## src/rtl/control_unit.sv

```systemverilog
// Multicycle CPU control FSM: sequences fetch, decode, execute, memory, writeback,
// the multiplier handshake and the exception entry/return path; drives every datapath enable.
module control_unit #(
  parameter int MEM_LAT = 2
) (
  input  logic       clk,
  input  logic       reset,
  input  logic [5:0] opcode,
  input  logic [5:0] funct,
  input  logic       zero,
  input  logic       overflow,
  input  logic       mult_done,
  output logic       PC_write,
  output logic       MEM_write,
  output logic       IR_write,
  output logic       A_write,
  output logic       B_write,
  output logic       ALUout_write,
  output logic       HI_write,
  output logic       LO_write,
  output logic       EPC_write,
  output logic       Reg_write,
  output logic [1:0] PcSource,
  output logic [1:0] IorD,
  output logic       ALUSrcA,
  output logic [1:0] ALUSrcB,
  output logic [2:0] ALUop,
  output logic       RegDst,
  output logic       MemToReg,
  output logic       mult_start,
  output logic       ExceptCode
);

  localparam int            CW   = $clog2(MEM_LAT) + 1;
  localparam logic [CW-1:0] LAST = CW'(MEM_LAT - 1);

  localparam logic [5:0] OP_R = 6'h00, OP_J = 6'h02, OP_BEQ = 6'h04, OP_ADDI = 6'h08,
                         OP_LW = 6'h23, OP_SW = 6'h2B;
  localparam logic [5:0] F_ADD = 6'h20, F_SUB = 6'h22, F_AND = 6'h24, F_MULT = 6'h18,
                         F_RTE = 6'h13;
  localparam logic [2:0] ALU_ADD = 3'b001, ALU_SUB = 3'b010, ALU_AND = 3'b011;

  typedef enum logic [4:0] {
    FETCH, DECODE, BRADDR, R_EX, R_WB, I_EX, I_WB, ADDR, MEM_RD, LW_WB, MEM_WR,
    BEQ, JMP, MULT_GO, MULT_WAIT, RTE, EXC0, EXC1, EXC2, EXC3, EXC4
  } state_t;

  typedef struct packed {
    logic       pcw, memw, irw, aw, bw, aluow, hiw, low, epcw, regw;
    logic [1:0] pcsrc, iord;
    logic       srca;
    logic [1:0] srcb;
    logic [2:0] aluop;
    logic       regdst, m2r, mstart, exc;
  } ctl_t;

  state_t        state_q, state_d;
  logic [CW-1:0] cnt_q, cnt_d;
  logic          exc_q, exc_d;
  ctl_t          c;

  always_ff @(posedge clk or negedge reset) begin
    if (!reset) begin
      state_q <= FETCH;
      cnt_q   <= '0;
      exc_q   <= 1'b0;
    end else begin
      state_q <= state_d;
      cnt_q   <= cnt_d;
      exc_q   <= exc_d;
    end
  end

  always_comb begin
    state_d = state_q;
    cnt_d   = cnt_q;
    exc_d   = exc_q;
    c       = '0;
    case (state_q)
      FETCH: begin
        c.srcb = 2'b01; c.aluop = ALU_ADD; c.aluow = 1'b1;
        if (cnt_q == LAST) begin
          c.irw   = 1'b1;
          state_d = DECODE;
        end else cnt_d = cnt_q + CW'(1);
      end
      DECODE: begin
        c.pcw = 1'b1; c.aw = 1'b1; c.bw = 1'b1;
        state_d = BRADDR;
      end
      BRADDR: begin
        c.srcb = 2'b11; c.aluop = ALU_ADD; c.aluow = 1'b1;
        state_d = EXC0;
        exc_d   = 1'b0;
        case (opcode)
          OP_R: case (funct)
            F_ADD, F_SUB, F_AND: state_d = R_EX;
            F_MULT:              state_d = MULT_GO;
            F_RTE:               state_d = RTE;
            default:             state_d = EXC0;
          endcase
          OP_ADDI:      state_d = I_EX;
          OP_LW, OP_SW: state_d = ADDR;
          OP_BEQ:       state_d = BEQ;
          OP_J:         state_d = JMP;
          default:      state_d = EXC0;
        endcase
      end
      R_EX: begin
        c.srca = 1'b1; c.aluow = 1'b1;
        c.aluop = (funct == F_SUB) ? ALU_SUB : (funct == F_AND) ? ALU_AND : ALU_ADD;
        // and cannot overflow, so only add/sub divert to the exception path
        if (overflow && funct != F_AND) begin
          state_d = EXC0;
          exc_d   = 1'b1;
        end else state_d = R_WB;
      end
      R_WB: begin
        c.regw = 1'b1; c.regdst = 1'b1;
        state_d = FETCH;
      end
      I_EX: begin
        c.srca = 1'b1; c.srcb = 2'b10; c.aluop = ALU_ADD; c.aluow = 1'b1;
        if (overflow) begin
          state_d = EXC0;
          exc_d   = 1'b1;
        end else state_d = I_WB;
      end
      I_WB: begin
        c.regw = 1'b1;
        state_d = FETCH;
      end
      ADDR: begin
        c.srca = 1'b1; c.srcb = 2'b10; c.aluop = ALU_ADD; c.aluow = 1'b1;
        state_d = (opcode == OP_LW) ? MEM_RD : MEM_WR;
      end
      MEM_RD: begin
        c.iord = 2'b01;
        if (cnt_q == LAST) state_d = LW_WB;
        else cnt_d = cnt_q + CW'(1);
      end
      LW_WB: begin
        c.regw = 1'b1; c.m2r = 1'b1;
        state_d = FETCH;
      end
      MEM_WR: begin
        c.memw = 1'b1; c.iord = 2'b01;
        state_d = FETCH;
      end
      BEQ: begin
        c.srca = 1'b1; c.aluop = ALU_SUB; c.pcw = zero;
        state_d = FETCH;
      end
      JMP: begin
        c.pcw = 1'b1; c.pcsrc = 2'b01;
        state_d = FETCH;
      end
      MULT_GO: begin
        c.mstart = 1'b1;
        state_d  = MULT_WAIT;
      end
      MULT_WAIT: begin
        c.hiw = mult_done; c.low = mult_done;
        if (mult_done) state_d = FETCH;
      end
      RTE: begin
        c.pcw = 1'b1; c.pcsrc = 2'b11;
        state_d = FETCH;
      end
      EXC0: begin
        c.srcb = 2'b01; c.aluop = ALU_SUB; c.aluow = 1'b1; c.exc = exc_q;
        state_d = EXC1;
      end
      EXC1: begin
        c.pcw = 1'b1; c.exc = exc_q;
        state_d = EXC2;
      end
      EXC2: begin
        c.epcw = 1'b1; c.exc = exc_q;
        state_d = EXC3;
      end
      EXC3: begin
        c.iord = 2'b10; c.exc = exc_q;
        if (cnt_q == LAST) state_d = EXC4;
        else cnt_d = cnt_q + CW'(1);
      end
      EXC4: begin
        c.pcw = 1'b1; c.pcsrc = 2'b10; c.exc = exc_q;
        state_d = FETCH;
      end
      default: state_d = FETCH;
    endcase
    // every wait state starts its count from zero
    if (state_d != state_q) cnt_d = '0;
  end

  assign {PC_write, MEM_write, IR_write, A_write, B_write, ALUout_write, HI_write, LO_write,
          EPC_write, Reg_write, PcSource, IorD, ALUSrcA, ALUSrcB, ALUop, RegDst, MemToReg,
          mult_start, ExceptCode} = reset ? c : '0;

endmodule

```

## config.mk

```make
export PLATFORM = sky130hd
export DESIGN_NAME = control_unit
export DESIGN_NICKNAME = d
export VERILOG_FILES = /design/src/rtl/control_unit.sv
export SDC_FILE = /design/constraint.sdc
export NUM_CORES = 1
export LEC_CHECK = 0
export CELL_PAD_IN_SITES_DETAIL_PLACEMENT = 1
export CELL_PAD_IN_SITES_GLOBAL_PLACEMENT = 1
export CORE_ASPECT_RATIO = 1.2
export CORE_UTILIZATION = 32
export CTS_CLUSTER_DIAMETER = 80
export DETAILED_ROUTE_END_ITERATION = 7
export PLACE_DENSITY_LB_ADDON = 0.1
export SETUP_SLACK_MARGIN = 0.4
export SYNTH_ARGS = -nofsm -noshare
export SYNTH_HDL_FRONTEND = slang
export SYNTH_SLANG_ARGS = --single-unit
```

## constraint.sdc

```tcl
create_clock -name clk -period 1.8 [get_ports clk]
set_input_delay 0.18 -clock clk [delete_from_list [all_inputs] [get_ports clk]]
set_output_delay 0.18 -clock clk [all_outputs]
set_load 0.02 [all_outputs]
```

==> out/qor.csv, run 1 <==
metric,value,unit
status,stopped before the end,
Exit stage,clock tree synthesis,
First Err,[ERROR DPL-0033] detailed placement checks failed during check placement.,
synthesized area,1250,sq um
port bufs,39,
Hold Buf Count CTS,0,
sequential fraction of the synthesis area,16.0,%
"flops & latches, synth",8,
Async SR Flop Fraction,100,%
CTS sink count,8,
Post-DP HPWL,5250,um
Syn Inst Count,177,
Clock Tree Buf Depth,2,
pre-CTS setup slack,-0.498,ns
die width,59.1,um
setup bufs post-CTS,20,
"Warnings, synthesis",0,
Post-synth EDFFs,0,
RePlAce Congestion,0.944,
number of buffers created by CTS,3,
root buffer cell,clkbuf_8,
"Top FF cell, synth",dfrtp_1,
Cell variety after synth,52,
H-Tree Depth,1,
# resized after CTS,197,
Die H,70.5,um
Std-Cell Rows,24,
syn nets,195,
starting density of the core,33.9,%
io pins,41,
syn_area_per_cell,7.07,sq um
-- metrics by stage --
step | hold slack (ns) | util [%] | std cells | instance area [sq um]
floorplan | -0.116 | - | 177 | 1640
detailed placement | 0.516 | 67.9 | 326 | 2510
global placement | 0.489 | 67.9 | 326 | 2510
-- cell usage after synthesis, types with 2 or more instances --
cell type  count  area share (%)
o22ai_1        2             1.0
and2_1         3             1.5
o32ai_1        3             2.1
nand2_1       16             4.8
buf_4          3             1.8
clkbuf_1      11             3.3
nor3b_1        3             1.8
and3_1         2             1.0
nand3_1        4             1.6
nor4_1         3             1.5
a211oi_1       4             2.4
nand2b_1       8             4.0
a2111oi_0      3             2.1
dfrtp_1        8              16
nor3_1        14             5.6
o21ai_0       10             4.0
nand3b_1       2             1.2
nor2_1        11             3.3
inv_1          8             2.4
o211ai_1       3             1.8
or2_2          6             3.0
a21oi_1       10             4.0
buf_6          2             1.8
or3b_2         4             2.8
nor2b_1        6             3.0
a31oi_1        2             1.0
-- cells by family after synthesis --
kind of cell / Yosys count / synth area share [%]
AO/OA/AOI/OAI: 53 / 32.1
other: 1 / 0.300
AND/OR/NAND/NOR: 87 / 39.0
multiplexers: 1 / 0.800
XOR/XNOR: 1 / 0.700
buffers and inverters: 24 / 9.30
adder cells (fa/ha/maj): 2 / 1.80
flip-flops: 8 / 16.0
==> run 2: changes to the inputs <==
==> config.mk (replaced) <==
export PLATFORM = sky130hd
export DESIGN_NAME = control_unit
export DESIGN_NICKNAME = d
export VERILOG_FILES = /design/src/rtl/control_unit.sv
export SDC_FILE = /design/constraint.sdc
export NUM_CORES = 1
export LEC_CHECK = 0
export CORE_AREA = 2 2 63 65
export DETAILED_ROUTE_END_ITERATION = 7
export DIE_AREA = 0 0 65 67
export PLACE_DENSITY_LB_ADDON = 0.15
export SYNTH_ARGS = -nofsm -noshare
export SYNTH_HDL_FRONTEND = slang
export SYNTH_SLANG_ARGS = --single-unit
==> run 2 against run 1 <==
The flow now finishes without violations. Area after synthesis stayed put. Synthesized cell count stayed put.
==> out/qor.csv, run 2 <==
metric,value,unit,change
status,completed,,
post-synthesis mux area share,0.800,%,unchanged
worst setup path category,flip-flop to output pin,,
CP Data Required Time,1.62,ns,
"Warnings, synthesis",0,,unchanged
n_diodes,0,,
Buf/Inv on CP,2,,
"top cells by area, synth","dfrtp_1 (16%), nor3_1 (5.6%), nand2_1 (4.8%), a21oi_1 (4.0%), nand2b_1 (4.0%)",,
CP arrival,1.58,ns,
final setup fails,0,,
CTS sink count,8,,unchanged
cell repeated most along the worst path,buf_4,,
via count,1691,,
Die H,67,um,-5.0%
number of DRC markers in iteration 0,62,,
starting density of the core,34.7,%,+0.82 points
first-pass GRT wire length,7470,um,
Die ar.,4360,sq um,
clock slew at reported path FFs,0.04,ns,
fill cell count,339,,
number of vias per cell,5.33,,
cell taking the most area after synthesis,dfrtp_1,,
syn nets,195,,unchanged
vias in the first global route,1639,,
crit path time final,1.76,ns,
"most common cell after layout, fill and taps aside",buf_4,,
Area Growth Syn to Fin,78.7,%,
max-slew violation count,0,,
Power Density,1160,nW/um^2,
RSZ-0062 raised after global routing,true,,
Residual DRC,0,,
Std-Cell Rows,22,,-8.3%
fmax,569,MHz,
Synth Area in Compound Gates,32.1,%,unchanged
Final #Nets,289,,
H-Tree Depth,1,,unchanged
"flops & latches, synth",8,,unchanged
RePlAce Congestion,0.895,,-5.2%
io pins,41,,unchanged
Largest regs,"state_q (5), cnt_q (2), exc_q (1)",,
Worst VDD drop,0.498,mV,
critical path's largest stage delay,0.37,ns,
Max Cap Viol,0,,
port bufs,39,,unchanged
layout cells sized above 1,48.3,%,
Routed WL,4640,um,
initial antenna violation count,0,,
adder-cell area share of the yosys netlist,1.80,%,unchanged
Crit path max-delay family,compound AO/OA/AOI/OAI gates,,
CP Max Fanout,9,,
CORE AREA,3610,sq um,
Syn Inst Count,177,,unchanged
Placed Cells,311,,-4.6%
Crit Reg-Reg Startpoint,state_q[1],,
leakage power,0.972,nW,
critical-path cell list,"buf_4, a2111oi_2, o21ai_1, a21oi_1, buf_4",,
Top reg by flops,state_q,,
die width,65,um,+10%
final hold viol count,0,,
sequential fraction of the synthesis area,16.0,%,unchanged
slowest CP cell,dfrtp_1,,
Async SR Flop Fraction,100,%,unchanged
Hold Buf Count CTS,0,,unchanged
Reg2Reg Depth,5,,
TNS Setup,0,ns,
"Top FF cell, synth",dfrtp_1,,
syn_area_per_cell,7.07,sq um,unchanged
post-synthesis xor/xnor area fraction,0.700,%,unchanged
most frequent cells in the layout,"buf_4 (70), nand2_1 (14), clkdlybuf4s50_1 (13)",,
CTS tree,done,,
R2R Path End,state_q[2],,
drt pass-1 iters,4,,
GRT overflow,0,,
largest family of logic cells by synthesized area,simple AND/OR/NAND/NOR gates,,
number of buffers created by CTS,3,,unchanged
post-route clock skew,0.00556,ns,
Post-synth EDFFs,0,,unchanged
routed len/inst,14.6,um,
CP Capture Type,output pin,,
synthesized area,1250,sq um,unchanged
root buffer cell,clkbuf_8,,
most frequent cell after synthesis,nand2_1,,
ANT nets after route,0,,
Cell variety after synth,52,,unchanged
synth cell count leaders,"nand2_1 (16), nor3_1 (14), clkbuf_1 (11), nor2_1 (11)",,
worst skew pair latency,0.23,ns,
crit path launch type,flip-flop,,
Clock Tree Buf Depth,2,,unchanged
Hold Crit Class,input port to asynchronous set/reset pin,,
max FFs per register,5,,
Post-Layout Cell Count,317,,
R2R setup slack,0.05,ns,
largest net degree at the start of global routing,13,,
Post-DP HPWL,3570,um,-32%
GRT Util Overall,22.3,%,
fin crit share,97.6,%,
simple-gate portion of the synthesized area,39.0,%,unchanged
Yosys top cell area share,16.0,%,unchanged
==> run 2: logic make-up (layout without fill, tap and decap cells) <==
logic type	after synthesis	count (layout)
and+or+nand+nor	87	87
AOI/OAI and AO/OA	53	53
buffers and inverters	24	116
DFF	8	8
adders and majority gates	2	2
other	1	1
xor gates and xnor gates	1	1
muxes	1	1
==> run 2: power by group <==
group | switching [mW] | internal, mW | total [mW]
combinational | 1.02 | 1.01 | 2.04
clock | 0.0692 | 0.145 | 0.214
sequential | 0.0982 | 0.254 | 0.352
total | 1.19 | 1.41 | 2.60
==> run 2: what timing repair did <==
item,CTS,global route
gates resized for setup,117,33
buffers inserted,3,0
endpoints found under the setup margin,28,18
pin swaps,5,8
gates cloned,0,0
==> run 2: worst max path at each step <==
stage,startpoint,to,slack [ns],cells after the start
2_1_floorplan,state_q[4],ALUSrcB[0],-0.02,3
3_3_place_gp,reset,ALUop[1],-0.32,6
3_5_place_dp,funct[0],ALUop[1],-0.35,6
4_1_cts,state_q[4],state_q[2],-0.001,6
5_1_grt,state_q[4],state_q[3],-0.04,7
6_report,state_q[2],ALUop[1],0.04,5
==> run 2: area by class of cell <==
class	instances	area [sq um]	share of cell area, %
Multi-Input combinational cell	145	1080	48.3
Timing Repair Buffer	105	820	36.7
Sequential cell	8	204	9.12
Tap cell	48	60.1	2.69
Clock buffer	3	41.3	1.85
Inverter	8	30.0	1.34
==> run 2: per-layer routing <==
layer	track usage, %	up-vias	part of all wire [%]
li1	-	850	-
met1	25.1	799	42
met2	42.8	36	53
met3	1.52	6	2.9
met4	9.57	0	1.6
met5	0	-	0
==> run 2: through the flow <==
step	setup slack [ns]	util [%]	power [mW]	hold WS, ns	instance area, sq um
CTS	-0.00136	59.9	2.46	0.352	2160
global route	-0.0426	62.0	2.78	0.418	2240
global placement	-0.318	58.4	2.08	0.486	2110
detailed placement	-0.353	58.4	2.10	0.497	2110
finish	0.0435	62.0	2.60	0.377	2240
floorplan	-0.0229	-	1.22	-0.116	1270
Note: power is estimated with default switching activity, not from simulation.
==> run 3: changes to the inputs <==
--- a/config.mk
+++ b/config.mk
@@ -5,6 +5,7 @@
 export SDC_FILE = /design/constraint.sdc
 export NUM_CORES = 1
 export LEC_CHECK = 0
+export CAP_MARGIN = 40
 export CORE_AREA = 2 2 63 65
 export DETAILED_ROUTE_END_ITERATION = 7
 export DIE_AREA = 0 0 65 67
==> results of run 3 <==
The final DEF is identical to that of run 2; final timing and power are the same.
==> run 4: changes to the inputs <==
--- a/config.mk
+++ b/config.mk
@@ -9,6 +9,7 @@
 export CORE_AREA = 2 2 63 65
 export DETAILED_ROUTE_END_ITERATION = 7
 export DIE_AREA = 0 0 65 67
+export MAX_ROUTING_LAYER = met4
 export PLACE_DENSITY_LB_ADDON = 0.15
 export SYNTH_ARGS = -nofsm -noshare
 export SYNTH_HDL_FRONTEND = slang
==> run 4 against run 3 <==
Clock-buffer cell count is the same. First-iteration DRC count grew 55%. Critical path depth grew 1. Wire length grew 0.99%. Sequential power is essentially flat. Setup slack lost 0.033 ns. Global-route usage grew 0.99 points. Maximum frequency shrank 1.9%. Hold slack lost 0.0095 ns. Utilization shrank 0.87 points. Critical endpoint is now state_q[2].
==> out/qor.csv, run 4 (synthesis gave the netlist of run 2 again) <==
metric,value,unit,change
worst setup path category,flip-flop to flip-flop,,
slowest CP cell,or4b_2,,
Tightest Pin Transition,0.494,ns,
first-pass GRT wire length,7780,um,+4.1%
CP Data Required Time,1.91,ns,+0.29 ns
Top reg by flops,state_q,,
port bufs,39,,unchanged
R2R setup slack,0.01,ns,-0.04 ns
placed inst area,2110,sq um,unchanged
starting density of the core,34.7,%,unchanged
crit path launch type,flip-flop,,
max-slew violation count,0,,unchanged
clock slew at reported path FFs,0.04,ns,about the same
"Worst Setup Slack, final",0.0104,ns,-0.0331 ns
Final #Nets,290,,+0.35%
CTS tree,done,,
Crit Reg-Reg Startpoint,state_q[4],,
CTS sink count,8,,unchanged
number of buffers created by CTS,3,,unchanged
FF/Latch Area,204,sq um,unchanged
Hold Buf Count CTS,0,,unchanged
"most common cell after layout, fill and taps aside",buf_4,,
"Core Util, Final",61.1,%,-0.87 points
Reg2Reg Depth,6,,+1
pre-CTS setup slack,-0.354,ns,-0.000666 ns
GRT Util Overall,23.3,%,+0.99 points
routed len/inst,14.7,um,+0.67%
critical path's largest stage delay,0.62,ns,+0.25 ns
fmax,559,MHz,-1.9%
die width,65,um,unchanged
CP Max Fanout,7,,-2
leakage power,0.962,nW,-1.0%
largest net degree at the start of global routing,11,,-2
fin crit share,99.4,%,+1.8 points
vias in the first global route,1688,,+3.0%
n_diodes,0,,unchanged
root buffer cell,clkbuf_8,,
Buf/Inv on CP,2,,unchanged
io pins,41,,unchanged
status,completed,,
Multi-input gate area,1060,sq um,-2.2%
final setup fails,0,,unchanged
Max Cap Viol,0,,unchanged
number of vias per cell,5.50,,+3.2%
drt pass-1 iters,4,,unchanged
Crit path max-delay family,simple AND/OR/NAND/NOR gates,,
max FFs per register,5,,unchanged
ANT nets after route,0,,unchanged
Die H,67,um,unchanged
Die ar.,4360,sq um,unchanged
Area Growth Syn to Fin,76.2,%,
RePlAce Congestion,0.892,,-0.28%
layout cells sized above 1,48.1,%,-0.18 points
Std-Cell Rows,22,,unchanged
CP Capture Type,flip-flop,,
initial antenna violation count,0,,unchanged
most frequent cells in the layout,"buf_4 (69), nand2_1 (15), buf_2 (15)",,
Post-DP HPWL,3620,um,+1.4%
CORE AREA,3610,sq um,unchanged
Worst VDD drop,0.464,mV,-6.7%
Hold Crit Class,input port to asynchronous set/reset pin,,
cell repeated most along the worst path,buf_4,,
crit path time final,1.79,ns,+0.0331 ns
headroom to the max-slew limit,66.8,%,
H-Tree Depth,1,,unchanged
critical-path cell list,"buf_4, buf_4, or4b_2, o32ai_1, a311oi_1, o41ai_2",,
number of DRC markers in iteration 0,96,,+55%
post-route clock skew,0.00219,ns,-0.00337 ns
RSZ-0062 raised after global routing,true,,
Largest regs,"state_q (5), cnt_q (2), exc_q (1)",,
Routed WL,4680,um,+0.99%
final instance area,2200,sq um,-1.4%
via count,1750,,+3.5%
R2R Path End,state_q[2],,
Clock Tree Buf Depth,2,,unchanged
CP arrival,1.90,ns,+0.32 ns
Power Density,1180,nW/um^2,+1.4%
final hold viol count,0,,unchanged
GRT overflow,0,,unchanged
Residual DRC,0,,unchanged
fill cell count,356,,+5.0%
worst skew pair latency,0.22,ns,about the same
-- run 4: cell count changes in the layout (fill, tap and decap cells not counted), moves of 2 or more --
| cell | before | now |
|---|---|---|
| buf_2 | 12 | 15 |
| nor3_1 | 7 | 9 |
| nor3_4 | 2 | 0 |
| o21ai_1 | 4 | 2 |
-- run 4: what timing repair did --
action	4_1_cts	5_1_grt
endpoints found under the hold margin	0	0
pin swaps	5	7
setup buffers	3	1
setup endpoints to repair	28	23
resized for setup	102	40
-- run 4: power breakdown --
| group | switching [mW] | internal, mW |
|---|---|---|
| logic | 1.02 | 1.02 |
| registers | 0.0971 | 0.254 |
| clock network | 0.0647 | 0.144 |
| total | 1.18 | 1.42 |
-- run 4: worst max path at each step --
stage	startpoint	cells after the start	slack (ns)	to
2_1_floorplan	state_q[4]	3	-0.02	ALUSrcB[0]
3_3_place_gp	reset	6	-0.33	ALUop[1]
3_5_place_dp	reset	6	-0.35	ALUop[1]
4_1_cts	state_q[0]	5	-0.12	ALUop[1]
5_1_grt	state_q[3]	6	-0.07	PC_write
6_report	state_q[4]	6	0.01	state_q[2]
-- run 4: through the flow --
stage                     power [mW]  setup TNS (ns)  std cells  hold slack (ns)
after detailed placement        2.11           -5.64        311            0.496
after CTS                       2.44          -0.206        317            0.361
after floorplan                 1.22         -0.0229        177           -0.116
after global placement          2.08           -5.03        311            0.486
final                           2.60               0        318            0.368
after global routing            2.79          -0.260        318            0.379
-- run 4: area by class of cell --
type,instances,area share (%)
clock buffers,3,1.87
multi-input cells,145,48.0
repair buffers,106,36.8
well taps,48,2.72
flip-flops and latches,8,9.25
inverters,8,1.36
-- run 4: worst register-to-register path, stage by stage, from the launching register on --
cell and delay [ns]:
dfrtp_2 0.44, buf_4 0.17, buf_4 0.14, or4b_2 0.62
o32ai_1 0.14, a311oi_1 0.09, o41ai_2 0.07
-- run 4: metal layers --
layer  wire [um]  track usage, %  vias to the layer above  share of wire (%)
met4          40            6.38                        0               0.85
met1        1930            26.2                      830                 41
met2        2490            43.7                       61                 53
li1            -               -                      853                  -
met3         225            2.36                        6                4.8
met5           0               -                        -                  0
==> edit (settings of run 3) <==
Register the input `opcode` before use. The logic sees it one clock later. The other inputs are not delayed to match.
--- a/src/rtl/control_unit.sv
+++ b/src/rtl/control_unit.sv
@@ -54,6 +54,12 @@
     logic       regdst, m2r, mstart, exc;
   } ctl_t;
 
+  logic [5:0] opcode_q;
+
+  always_ff @(posedge clk) begin
+    opcode_q <= opcode;
+  end
+
   state_t        state_q, state_d;
   logic [CW-1:0] cnt_q, cnt_d;
   logic          exc_q, exc_d;
@@ -92,7 +98,7 @@
         c.srcb = 2'b11; c.aluop = ALU_ADD; c.aluow = 1'b1;
         state_d = EXC0;
         exc_d   = 1'b0;
-        case (opcode)
+        case (opcode_q)
           OP_R: case (funct)
             F_ADD, F_SUB, F_AND: state_d = R_EX;
             F_MULT:              state_d = MULT_GO;
@@ -132,7 +138,7 @@
       end
       ADDR: begin
         c.srca = 1'b1; c.srcb = 2'b10; c.aluop = ALU_ADD; c.aluow = 1'b1;
-        state_d = (opcode == OP_LW) ? MEM_RD : MEM_WR;
+        state_d = (opcode_q == OP_LW) ? MEM_RD : MEM_WR;
       end
       MEM_RD: begin
         c.iord = 2'b01;
Formal check against the unedited RTL: not equivalent (a bounded check fails within 10 cycles, from zero or initial values and one cycle with reset low).
==> edit against run 3 <==
Area after synthesis increased by 9.6%. Clock power increased by 42%. Cell area increased by 4.3%. Routed wire length rose by 5.1%. Sequential share of layout area increased by 4.8 points. Total power up 10%. Synthesized cell count rose by 3.4%. Worst setup slack worse by 0.038 ns. Clock skew about the same. Worst hold slack worse by 0.029 ns. Sequential cell count up 6. Largest cell class unchanged.
==> edit: results (changes against run 3) <==
| Metric | Value |
|---|---|
| Non-clk buf share | 31.72% (was 36.65%) |
| Clock sink count | 14 (was 8) |
| Clock Skew | 0.005375 ns (was 0.005556 ns) |
| Vias in the first global route | 1,700 (was 1,639) |
| DRT iter0 DRCs | 80 (was 62) |
| Final clock-cell share | 2.362% (was 1.847%) |
| Layout clock buffer count | 4 (was 3) |
| Met2 Track Usage GR | 42.01% (was 42.78%) |
| CTS resizes | 119 (was 117) |
| M1 WL | 1932 µm (was 1948 µm) |
| Synth cell types | 53 (was 52) |
| Net Count, Synth | 201 (was 195) |
| WL/cell | 15.68 µm (was 14.63 µm) |
| Placer Congestion | 0.8449 (was 0.8949) |
| Status | complete, no violations (unchanged) |
| GRT Resource Usage Total | 23.04% (was 22.28%) |
| DP Cell Count | 304 (was 311) |
| Worst vdd ir | 0.0005963 V (was 0.0004975 V) |
| Total Nets Final | 282 (was 289) |
| CP max FO | 14 (was 9) |
| Post-place instance area | 2128 µm² (was 2106 µm²) |
| DP Wirelength | 3682 µm (was 3570 µm) |
| Net Sw Frac | 44.28% (was 45.73%) |
| Mapped Avg Cell Area | 7.494 µm² (was 7.069 µm²) |
| Register area share after synthesis | 23.36% (was 16.00%) |
| Biggest registers after layout | opcode_q x6, state_q x5, cnt_q x2 (was state_q x5, cnt_q x2, exc_q x1) |
| Fraction of area in multi-input gates | 48.15% (was 48.35%) |
| Critical Path AT | 1.61 ns (was 1.58 ns) |
| Worst-Skew Late Latency | 0.25 ns (was 0.23 ns) |
| Post-Layout Cell Count | 311 (was 317) |
| Met3 wire length | 212 µm (was 135 µm) |
| Sequential cell area share | 13.90% (was 9.121%) |
| CTS clk-pin slew, worst paths | 0.06 ns (was 0.04 ns) |
[edit: critical path, stage by stage (launching register included)]
cell,delay (ns)
dfrtp_1,0.40
buf_6,0.20
and2_1,0.16
buf_4,0.12
a21oi_1,0.04
nor4_1,0.22
buf_2,0.23
[edit: cell families after synthesis]
logic type               after synthesis  synth area share [%]
AND/OR/NAND/NOR                       87                 35.58
AO/OA/AOI/OAI                         53                 29.29
buffers and inverters                 24                 8.485
flip-flops                            14                 23.36
adder cells (fa/ha/maj)                2                 1.642
other                                  1                0.2735
XOR/XNOR                               1                0.6388
multiplexers                           1                0.7300
[edit: path summary, 6_finish.rpt]
kind	slack, ns	cells past startpoint	end	from
setup / recovery	0.006	6	ALUSrcB[1]	state_q[2]
hold / removal	0.35	2	state_q[2]	reset
setup reg to reg	0.06	7	state_q[3]	state_q[3]
hold reg to reg	0.51	1	cnt_q[0]	cnt_q[0]
max in group asynchronous	1.30	2	state_q[4]	reset
min in group clk	0.37	1	opcode_q[0]	opcode[0]
